===== src/rtl/array_6_pkg.sv =====
// Shared geometry and FSM encoding for the array_6 requester-side controller.
package array_6_pkg;

    localparam int unsigned DEPTH  = 16;
    localparam int unsigned ADDR_W = 4;
    localparam int unsigned WIDTH  = 22;
    localparam int unsigned GRAN   = 11;
    localparam int unsigned MASK_W = WIDTH / GRAN;

    typedef enum logic {
        INIT = 1'b0,
        RUN  = 1'b1
    } state_t;

endpackage


===== src/rtl/array_6_resp_fifo.sv =====
// Two-entry read-response FIFO; push and pop may coincide, head shows the oldest entry.
module array_6_resp_fifo
    import array_6_pkg::*;
(
    input  logic             clock,
    input  logic             reset_n,
    input  logic             push,
    input  logic [WIDTH-1:0] push_data,
    input  logic             pop,
    output logic             valid,
    output logic [WIDTH-1:0] head,
    output logic [1:0]       count
);

    logic [WIDTH-1:0] mem [2];
    logic             wr_ptr;
    logic             rd_ptr;
    logic             do_push;
    logic             do_pop;

    always_comb begin
        do_pop  = pop & (count != 2'd0);
        do_push = push & ((count != 2'd2) | do_pop);
    end

    always_ff @(posedge clock or negedge reset_n) begin
        if (!reset_n) begin
            mem[0] <= '0;
            mem[1] <= '0;
            wr_ptr <= 1'b0;
            rd_ptr <= 1'b0;
            count  <= 2'd0;
        end else begin
            if (do_push) begin
                mem[wr_ptr] <= push_data;
                wr_ptr      <= ~wr_ptr;
            end
            if (do_pop) begin
                rd_ptr <= ~rd_ptr;
            end
            count <= count + {1'b0, do_push} - {1'b0, do_pop};
        end
    end

    assign valid = (count != 2'd0);
    assign head  = mem[rd_ptr];

endmodule


===== src/rtl/array_6_port_ctrl.sv =====
// Zero-fills the 16x22 masked array after reset, then arbitrates write/read
// requests onto its single RW0 port with credit-limited read responses.
module array_6_port_ctrl
    import array_6_pkg::*;
(
    input  logic              clock,
    input  logic              reset_n,
    input  logic              wr_valid,
    output logic              wr_ready,
    input  logic [ADDR_W-1:0] wr_addr,
    input  logic [MASK_W-1:0] wr_mask,
    input  logic [WIDTH-1:0]  wr_data,
    input  logic              rd_valid,
    output logic              rd_ready,
    input  logic [ADDR_W-1:0] rd_addr,
    output logic              resp_valid,
    input  logic              resp_ready,
    output logic [WIDTH-1:0]  resp_data,
    output logic              init_done,
    output logic [ADDR_W-1:0] RW0_addr,
    output logic              RW0_en,
    output logic              RW0_wmode,
    output logic [MASK_W-1:0] RW0_wmask,
    output logic [WIDTH-1:0]  RW0_wdata,
    input  logic [WIDTH-1:0]  RW0_rdata
);

    state_t            state;
    logic [ADDR_W-1:0] sweep;
    logic              last_was_read;
    logic              inflight;
    logic [1:0]        fifo_count;
    logic              pop;
    logic [2:0]        occupancy;
    logic              rd_elig;
    logic              run;
    logic              wr_go;
    logic              rd_go;
    logic              wr_live;

    // Occupancy counts the read already issued to the array, so the FIFO can never overflow.
    always_comb begin
        pop       = resp_valid & resp_ready;
        occupancy = {1'b0, fifo_count} + {2'b00, inflight} - {2'b00, pop};
        rd_elig   = (occupancy < 3'd2);
        run       = (state == RUN);
        wr_ready  = run & ~(rd_valid & rd_elig & ~last_was_read);
        rd_ready  = run & rd_elig & ~(wr_valid & last_was_read);
        wr_go     = wr_valid & wr_ready;
        rd_go     = rd_valid & rd_ready;
        wr_live   = wr_go & (wr_mask != '0);
    end

    always_comb begin
        RW0_addr  = '0;
        RW0_en    = 1'b0;
        RW0_wmode = 1'b0;
        RW0_wmask = '0;
        RW0_wdata = '0;
        if (reset_n) begin
            if (state == INIT) begin
                RW0_addr  = sweep;
                RW0_en    = 1'b1;
                RW0_wmode = 1'b1;
                RW0_wmask = '1;
            end else if (wr_live) begin
                RW0_addr  = wr_addr;
                RW0_en    = 1'b1;
                RW0_wmode = 1'b1;
                RW0_wmask = wr_mask;
                RW0_wdata = wr_data;
            end else if (rd_go) begin
                RW0_addr  = rd_addr;
                RW0_en    = 1'b1;
            end
        end
    end

    always_ff @(posedge clock or negedge reset_n) begin
        if (!reset_n) begin
            state         <= INIT;
            sweep         <= '0;
            init_done     <= 1'b0;
            last_was_read <= 1'b0;
            inflight      <= 1'b0;
        end else begin
            inflight <= rd_go;
            case (state)
                INIT: begin
                    sweep <= sweep + 1'b1;
                    if (sweep == ADDR_W'(DEPTH - 1)) begin
                        state     <= RUN;
                        init_done <= 1'b1;
                    end
                end
                RUN: begin
                    // A zero-mask write never reaches the array, so it does not claim a turn.
                    if (rd_go) begin
                        last_was_read <= 1'b1;
                    end else if (wr_live) begin
                        last_was_read <= 1'b0;
                    end
                end
                default: state <= INIT;
            endcase
        end
    end

    array_6_resp_fifo u_resp_fifo (
        .clock     (clock),
        .reset_n   (reset_n),
        .push      (inflight),
        .push_data (RW0_rdata),
        .pop       (pop),
        .valid     (resp_valid),
        .head      (resp_data),
        .count     (fifo_count)
    );

endmodule


===== config.mk =====
export PLATFORM = sky130hd
export DESIGN_NAME = array_6_port_ctrl
export DESIGN_NICKNAME = d
export VERILOG_FILES = /design/src/rtl/array_6_pkg.sv /design/src/rtl/array_6_resp_fifo.sv /design/src/rtl/array_6_port_ctrl.sv
export SDC_FILE = /design/constraint.sdc
export NUM_CORES = 1
export LEC_CHECK = 0
export BUFFER_PORTS_ARGS = -buffer_cell sky130_fd_sc_hd__buf_4
export CAP_MARGIN = 40
export CORE_MARGIN = 2
export CORE_UTILIZATION = 48
export CTS_CLUSTER_SIZE = 12
export DETAILED_ROUTE_END_ITERATION = 16
export PLACE_DENSITY = 0.86
export SYNTH_ARGS = -nofsm -noshare
export SYNTH_HDL_FRONTEND = slang
export SYNTH_SLANG_ARGS = --single-unit
export TNS_END_PERCENT = 1

===== constraint.sdc =====
create_clock -name clock -period 3.8 [get_ports clock]
set_input_delay 0.76 -clock clock [delete_from_list [all_inputs] [get_ports clock]]
set_output_delay 0.76 -clock clock [all_outputs]
set_load 0.02 [all_outputs]

* Word level (Yosys, flattened, before mapping)
Index checks and enable logic that the tools add are counted.
** Word-level totals
- Word-level logic and storage cells :: 75
- Flip-flop bits (word level) :: 56
- Output and inout port bits :: 56
- Input bits :: 59
** Operators by class
- Mux-type cells :: 27
- Equal/unequal tests :: 2
- Reduce and logical (&&, ||, !) cells :: 6
- Magnitude comparators :: 4
- Bitwise operators :: 21
- Add/sub/neg operators :: 5
** Operator list (number)
- 22-bit 2-to-1 mux :: 7
- 44-bit bitwise mux :: 1
- 22-bit demux with 1-bit select :: 1
- 4-bit 2-to-1 mux :: 4
- 1-bit bitwise AND :: 12
- 1-bit 2-to-1 mux :: 11
- 2-bit 2-to-1 mux :: 3
- 1-bit NOT :: 6
- 2-bit nonzero test :: 3
- 4-bit by 1-bit adder with 4-bit output (second input constant) :: 1
- 4-bit == test (second input constant) :: 1
- 2-bit >= comparator (second input constant) :: 2
- 1-bit NOT with 2-bit output :: 2
- 2-bit AND reduction :: 2
- 2-bit by 1-bit adder with 3-bit output :: 1
- 3-bit by 2-bit less-than comparator with 1-bit output (second input constant) :: 1
- 3-bit by 1-bit subtractor with 3-bit output :: 1
- 2-bit by 1-bit adder with 2-bit output :: 1
- 2-bit by 1-bit less-than comparator with 1-bit output (second input constant) :: 1
- 2-bit inequality test (second input constant) :: 1
- 2-bit by 1-bit subtractor with 2-bit output :: 1
- 1-bit logical AND :: 1
- 1-bit OR :: 1

* Logic depth before layout (Yosys ltp)
- Word-level depth :: 13
- Mapped depth :: 13
- Depth with buffers taken out :: 11

* Hierarchy
Synthesis repeated with hierarchy kept, for this count alone.
** Second synthesis, totals
- Cell total of the unflattened synthesis :: 221
- Area total of the unflattened synthesis :: 3046.7 µm²
** By module, submodules not included
- array_6_resp_fifo :: area each 2279.7 µm², instances 1, sequential area each 1201.2 µm², cells each 134
- array_6_port_ctrl :: area each 767.0 µm², instances 1, sequential area each 200.2 µm², cells each 87

* Worst setup path after synthesis
Ideal clock, no wire load.
- Kind :: input to output
- From :: in resp_ready
- To :: out RW0_addr[1]
- Path buffers :: 1
- Stages on the path :: 10
- Data required time :: 3040 ps
- Slack :: 92 ps
- Arrival :: 2948 ps
- Cell sequence :: and2_1 -> ha_1 -> inv_1 -> nand2_1 -> fa_1 -> xor2_1 -> or3_4 -> and4_4 -> buf_6 -> a221o_1
** On the way
- Cells in the longest elaborated chain, start to end :: 12
- Elaborated cells on any way between the ends :: 16
- Classes of those cells :: add/sub (1); order compare (1); mux (4); bitwise (10)
** Ends and longest elaborated chain
- start: declaration :: RTL line array_6_port_ctrl.sv:17 : input logic resp_ready,
- 1-bit bitwise AND (*) :: RTL line array_6_port_ctrl.sv:43 : pop = resp_valid & resp_ready;
- 3-bit by 1-bit subtractor with 3-bit output (*) :: RTL line array_6_port_ctrl.sv:44 : occupancy = {1'b0, fifo_count} + {2'b00, inflight} - {2'b00, pop};
- 3-bit by 2-bit less-than comparator with 1-bit output (*) :: RTL line array_6_port_ctrl.sv:45 : rd_elig = (occupancy < 3'd2);
- 1-bit bitwise AND (2 in series) :: RTL line array_6_port_ctrl.sv:47 : wr_ready = run & ~(rd_valid & rd_elig & ~last_was_read);
- 1-bit NOT :: RTL line array_6_port_ctrl.sv:47
- 1-bit bitwise AND :: RTL line array_6_port_ctrl.sv:47
- 1-bit bitwise AND :: RTL line array_6_port_ctrl.sv:49 : wr_go = wr_valid & wr_ready;
- 1-bit bitwise AND :: RTL line array_6_port_ctrl.sv:51 : wr_live = wr_go & (wr_mask != '0);
- 4-bit 2-to-1 mux (*) :: RTL line array_6_port_ctrl.sv:66 : end else if (wr_live) begin
- 4-bit 2-to-1 mux (*) :: RTL line array_6_port_ctrl.sv:61 : if (state == INIT) begin
- 4-bit 2-to-1 mux (*) :: RTL line array_6_port_ctrl.sv:60 : if (reset_n) begin
- end: declaration :: RTL line array_6_port_ctrl.sv:20 : output logic [ADDR_W-1:0] RW0_addr,
Every way passes the cells marked *; elsewhere a longest branch is shown, timed or not.

* Worst setup path after layout
Ends and elaborated chain as after synthesis.

==> summary.md <==
| Metric | Value |
|---|---|
| Final min period | `3770 ps` |
| Global routing usage on met2 | `approximately two fifths` |
| Via-per-instance ratio | `5.16` |
| Layout Cells excl Fill | `a little over 400` |
| Cell area after synthesis | `approximately 2800 sq um` |
| Max_cap viols | `0` |
| Setup Skew | `5.22 ps` |
| Setup slack at placement | `-42.0 ps` |
| Crit-path max cell delay | `550 ps` |
| Violation count after the first detailed-route iteration | `30` |
| Post-synthesis simple-gate area fraction | `between 10% and 20%` |
| FF+latch area | `1400 sq um` |
| Routed Antenna Nets | `0` |
| Internal power | `~1900 uW` |
| Clk Latency, worst-skew pair | `310 ps` |
| Via count | `~2100` |
| Share of cells above drive strength 1 | `66.2%` |
| Initial Utilization | `approximately 50%` |
| GPL Wtd Cong | `a little over 0.7` |
| Worst r2r src | `u_resp_fifo.count[1]$_DFF_PN0_` |
| Final worst slack | `32.9 ps` |
| Peak Freq | `roughly 270 MHz` |
| Slew headroom | `68.4%` |
| Critical path buffers and inverters | `3` |
| Most common cell after layout, fill and taps aside | `buf_4` |
| Main combinational cell family by area after synthesis | `multiplexers` |
| Worst EP arrival | `3010 ps` |
| Pwr Density | `around 750 nW/um^2` |
| Top delay family on crit path | `simple AND/OR/NAND/NOR gates` |
| Clock power frac | `between 10% and 20%` |
| Die area | `approximately 6400 sq um` |
| Number of global-route vias before repair | `between 2000 and 2500` |
| Grt total ovfl | `0` |
| Setup Crit Path Kind | `input pin to output pin` |
| Synth cell types | `34` |
| Final hold vios | `0` |
| Fin crit share | `between 90% and 100%` |
| Fillers | `389` |
| Pins Over Slew Limit | `0` |
| M1 GR Usage | `around 23%` |
| Row Count | `27` |
| Post-synth ARST share | `100%` |
| YS warnings | `0` |
| CTS tree | `done` |
| Comb power frac | `56.1%` |
| WL per Instance | `approximately 16 microns` |
| Reg clk slew, reported paths | `90 ps` |
| Post-synth EDFFs | `0` |
| Run status | `completed` |
| HP Class | `input pin to async pin` |
| Clk sinks | `56` |
| Largest net degree at the start of global routing | `39` |
| Setup crit start | `resp_ready` |
| Leak | `0.00198 uW` |
| Initial antenna violation count | `0` |
| Sequential Power Share | `32.9%` |
| Sw power | `1090 uW` |
| Routed wire length | `about 6.7 mm` |
| Die Wd | `79.9 microns` |
| Compound-Gate Fraction of Synth Area | `4.61%` |
| Final #Nets | `406` |
| Cell count after synthesis | `between 200 and 250` |
| Hold buffers post-CTS | `0` |
| Xor/xnor share of the synthesized area | `roughly 2.2%` |
| WP data required | `just over 3000 ps` |
| Area Growth Syn to Fin | `46.2%` |
| Multi-input gate area | `1330 sq um` |
| Least-Margin Pin Slew | `~470 ps` |
| VDD IR-drop max | `between 400 and 500 uV` |
| Sequential share of the synthesized area | `about half` |
| Crit Path Max Fanout | `4` |
| Commonest non-fill, non-tap cells in the layout | `111 x buf_4, 67 x mux2_2, 56 x dfrtp_1` |
| Clock tree buffer depth | `2` |
| TritonRoute pass-1 iters | `4` |
| Net Sw Frac | `between 30% and 40%` |
| Tot GR Track Use | `between 20% and 30%` |
| Adder-cell area share of the yosys netlist | `2.53%` |
| Slowest-stage cell, CP | `fa_2` |
| Yosys reg bits | `between 50 and 60` |
| Main synth FF type | `dfrtp_1` |
| DP Cell Count | `between 400 and 500` |
| Synthesized net count | `~280` |
| RSZ-0062 raised after global routing | `yes` |
| Setup-failing EPs final | `0` |
| CP startpoint kind | `input pin` |
| Ant diodes | `0` |
| PortBufs | `roughly 110` |
| DRC | `0` |
| Root Buffer | `clkbuf_8` |
| Core Area | `5540 sq um` |
| CP cell instances | `buf_6, and2_4, ha_4, inv_4, nand2_2, fa_2, nand2_2, or3_4, and4_4, a221o_1, buf_6` |
| First-pass GRT wire length | `~11 mm` |
| Mux share of post-synthesis cell area | `a little over a quarter` |
| Met3 GRT Util | `about 8.3%` |
| CTS H-Tree Depth | `2` |
| # IOs | `~120` |
| Post-DP HPWL | `4.80 mm` |
| Die height | `approximately 80 microns` |
| GR peak layer | `met2` |
| Num CTS Buffers | `5` |
| Avg Inst Size Synth | `between 10 and 15 sq um` |
| CP endpoint kind | `output pin` |
## through the flow
stage | setup TNS (ps) | hold slack [ps] | total power [uW] | utilization, % | cell area (sq um)
2_1_floorplan | 0 | 458 | 1940 | - | 2770
3_3_place_gp | 0 | 462 | 2510 | 67.8 | 3760
3_5_place_dp | -164 | 460 | 2600 | 68.3 | 3790
4_1_cts | 0 | 333 | 3040 | 72.6 | 4020
5_1_grt | -107 | 346 | 3220 | 73.1 | 4050
6_report | 0 | 339 | 3040 | 73.1 | 4050
## routing by layer
metal  part of all wire [%]  up-vias  wire length [microns]
met4                    1.8        0                    123
met1                     37     1028                   2480
li1                       -     1005                      -
met2                     51       96                   3440
met5                      0        -                      0
met3                     10       11                    700
## worst reg2reg max path: cells and delay by family, from the launching register on
kind                     cells  cell delay, ps
AND/OR/NAND/NOR              5             530
AO/OA/AOI/OAI                1              90
adder cells (fa/ha/maj)      2             790
flip-flops                   1             400
buffers and inverters        4             420
## cells in the mapped netlist (2+ instances only)
cell / n / area (sq um)
mux2_2: 67 / 754
dfrtp_1: 56 / 1400
and2_1: 21 / 131
nand2_1: 8 / 30.0
inv_1: 5 / 18.8
nand3_1: 5 / 25.0
buf_2: 4 / 20.0
ha_1: 4 / 50.1
nor2b_1: 4 / 25.0
xor2_1: 4 / 35.0
and2_2: 3 / 22.5
xnor2_1: 3 / 26.3
a21boi_0: 2 / 15.0
a21o_1: 2 / 15.0
a221o_1: 2 / 20.0
and3_1: 2 / 12.5
clkbuf_1: 2 / 7.51
clkbuf_2: 2 / 10.0
o31a_1: 2 / 17.5
## registers in the layout (all words and copies together), names as in the netlist
name,cells
inflight,1
init_done,1
last_was_read,1
run,1
sweep,4
u_resp_fifo.count,2
u_resp_fifo.mem,44
u_resp_fifo.rd_ptr,1
u_resp_fifo.wr_ptr,1
## power by group through the flow
| stage | combinational, uW | sequential (uW) | clock (uW) |
|---|---|---|---|
| after CTS | 1690 | 999 | 348 |
| after floorplan | 987 | 956 | 0 |
| after global routing | 1810 | 1040 | 371 |
| final | 1700 | 999 | 334 |
| after detailed placement | 1590 | 1010 | 0 |
| after global placement | 1480 | 1030 | 0 |
## area by class of cell
class	count	area share (%)
Multi-Input combinational cell	142	32.9
Sequential cell	56	34.6
Timing Repair Buffer	132	27.4
Clock buffer	7	2.13
Tap cell	72	2.23
Inverter	5	0.526
Clock inverter	1	0.185
## cell families (layout without fill, tap and decap cells)
logic type	count (synthesis)	in the layout
compound gates	16	16
mux	67	67
fa+ha+maj	5	5
flops	56	56
simple gates	47	47
buf+inv	15	145
xor+xnor	7	7
## timing repair
action / 4_1_cts / 5_1_grt
setup endpoints to repair: 25 / 25
pin swaps: 4 / 2
gates cloned: 1 / 0
gates resized for setup: 27 / 5
buffers inserted: 4 / 1
## final timing paths
path,end,slack (ps),cells after the start
max,RW0_addr[1],30,11
min,u_resp_fifo.mem[2]$_DFFE_PN0P_,340,1
max reg2reg,last_was_read$_DFFE_PN0P_,1510,12
min reg2reg,init_done$_DFFE_PN0P_,480,1
max in group asynchronous,u_resp_fifo.mem[17]$_DFFE_PN0P_,2670,2
min in group clock,init_done$_DFFE_PN0P_,480,1
Note: power is estimated with default switching activity, not from simulation.
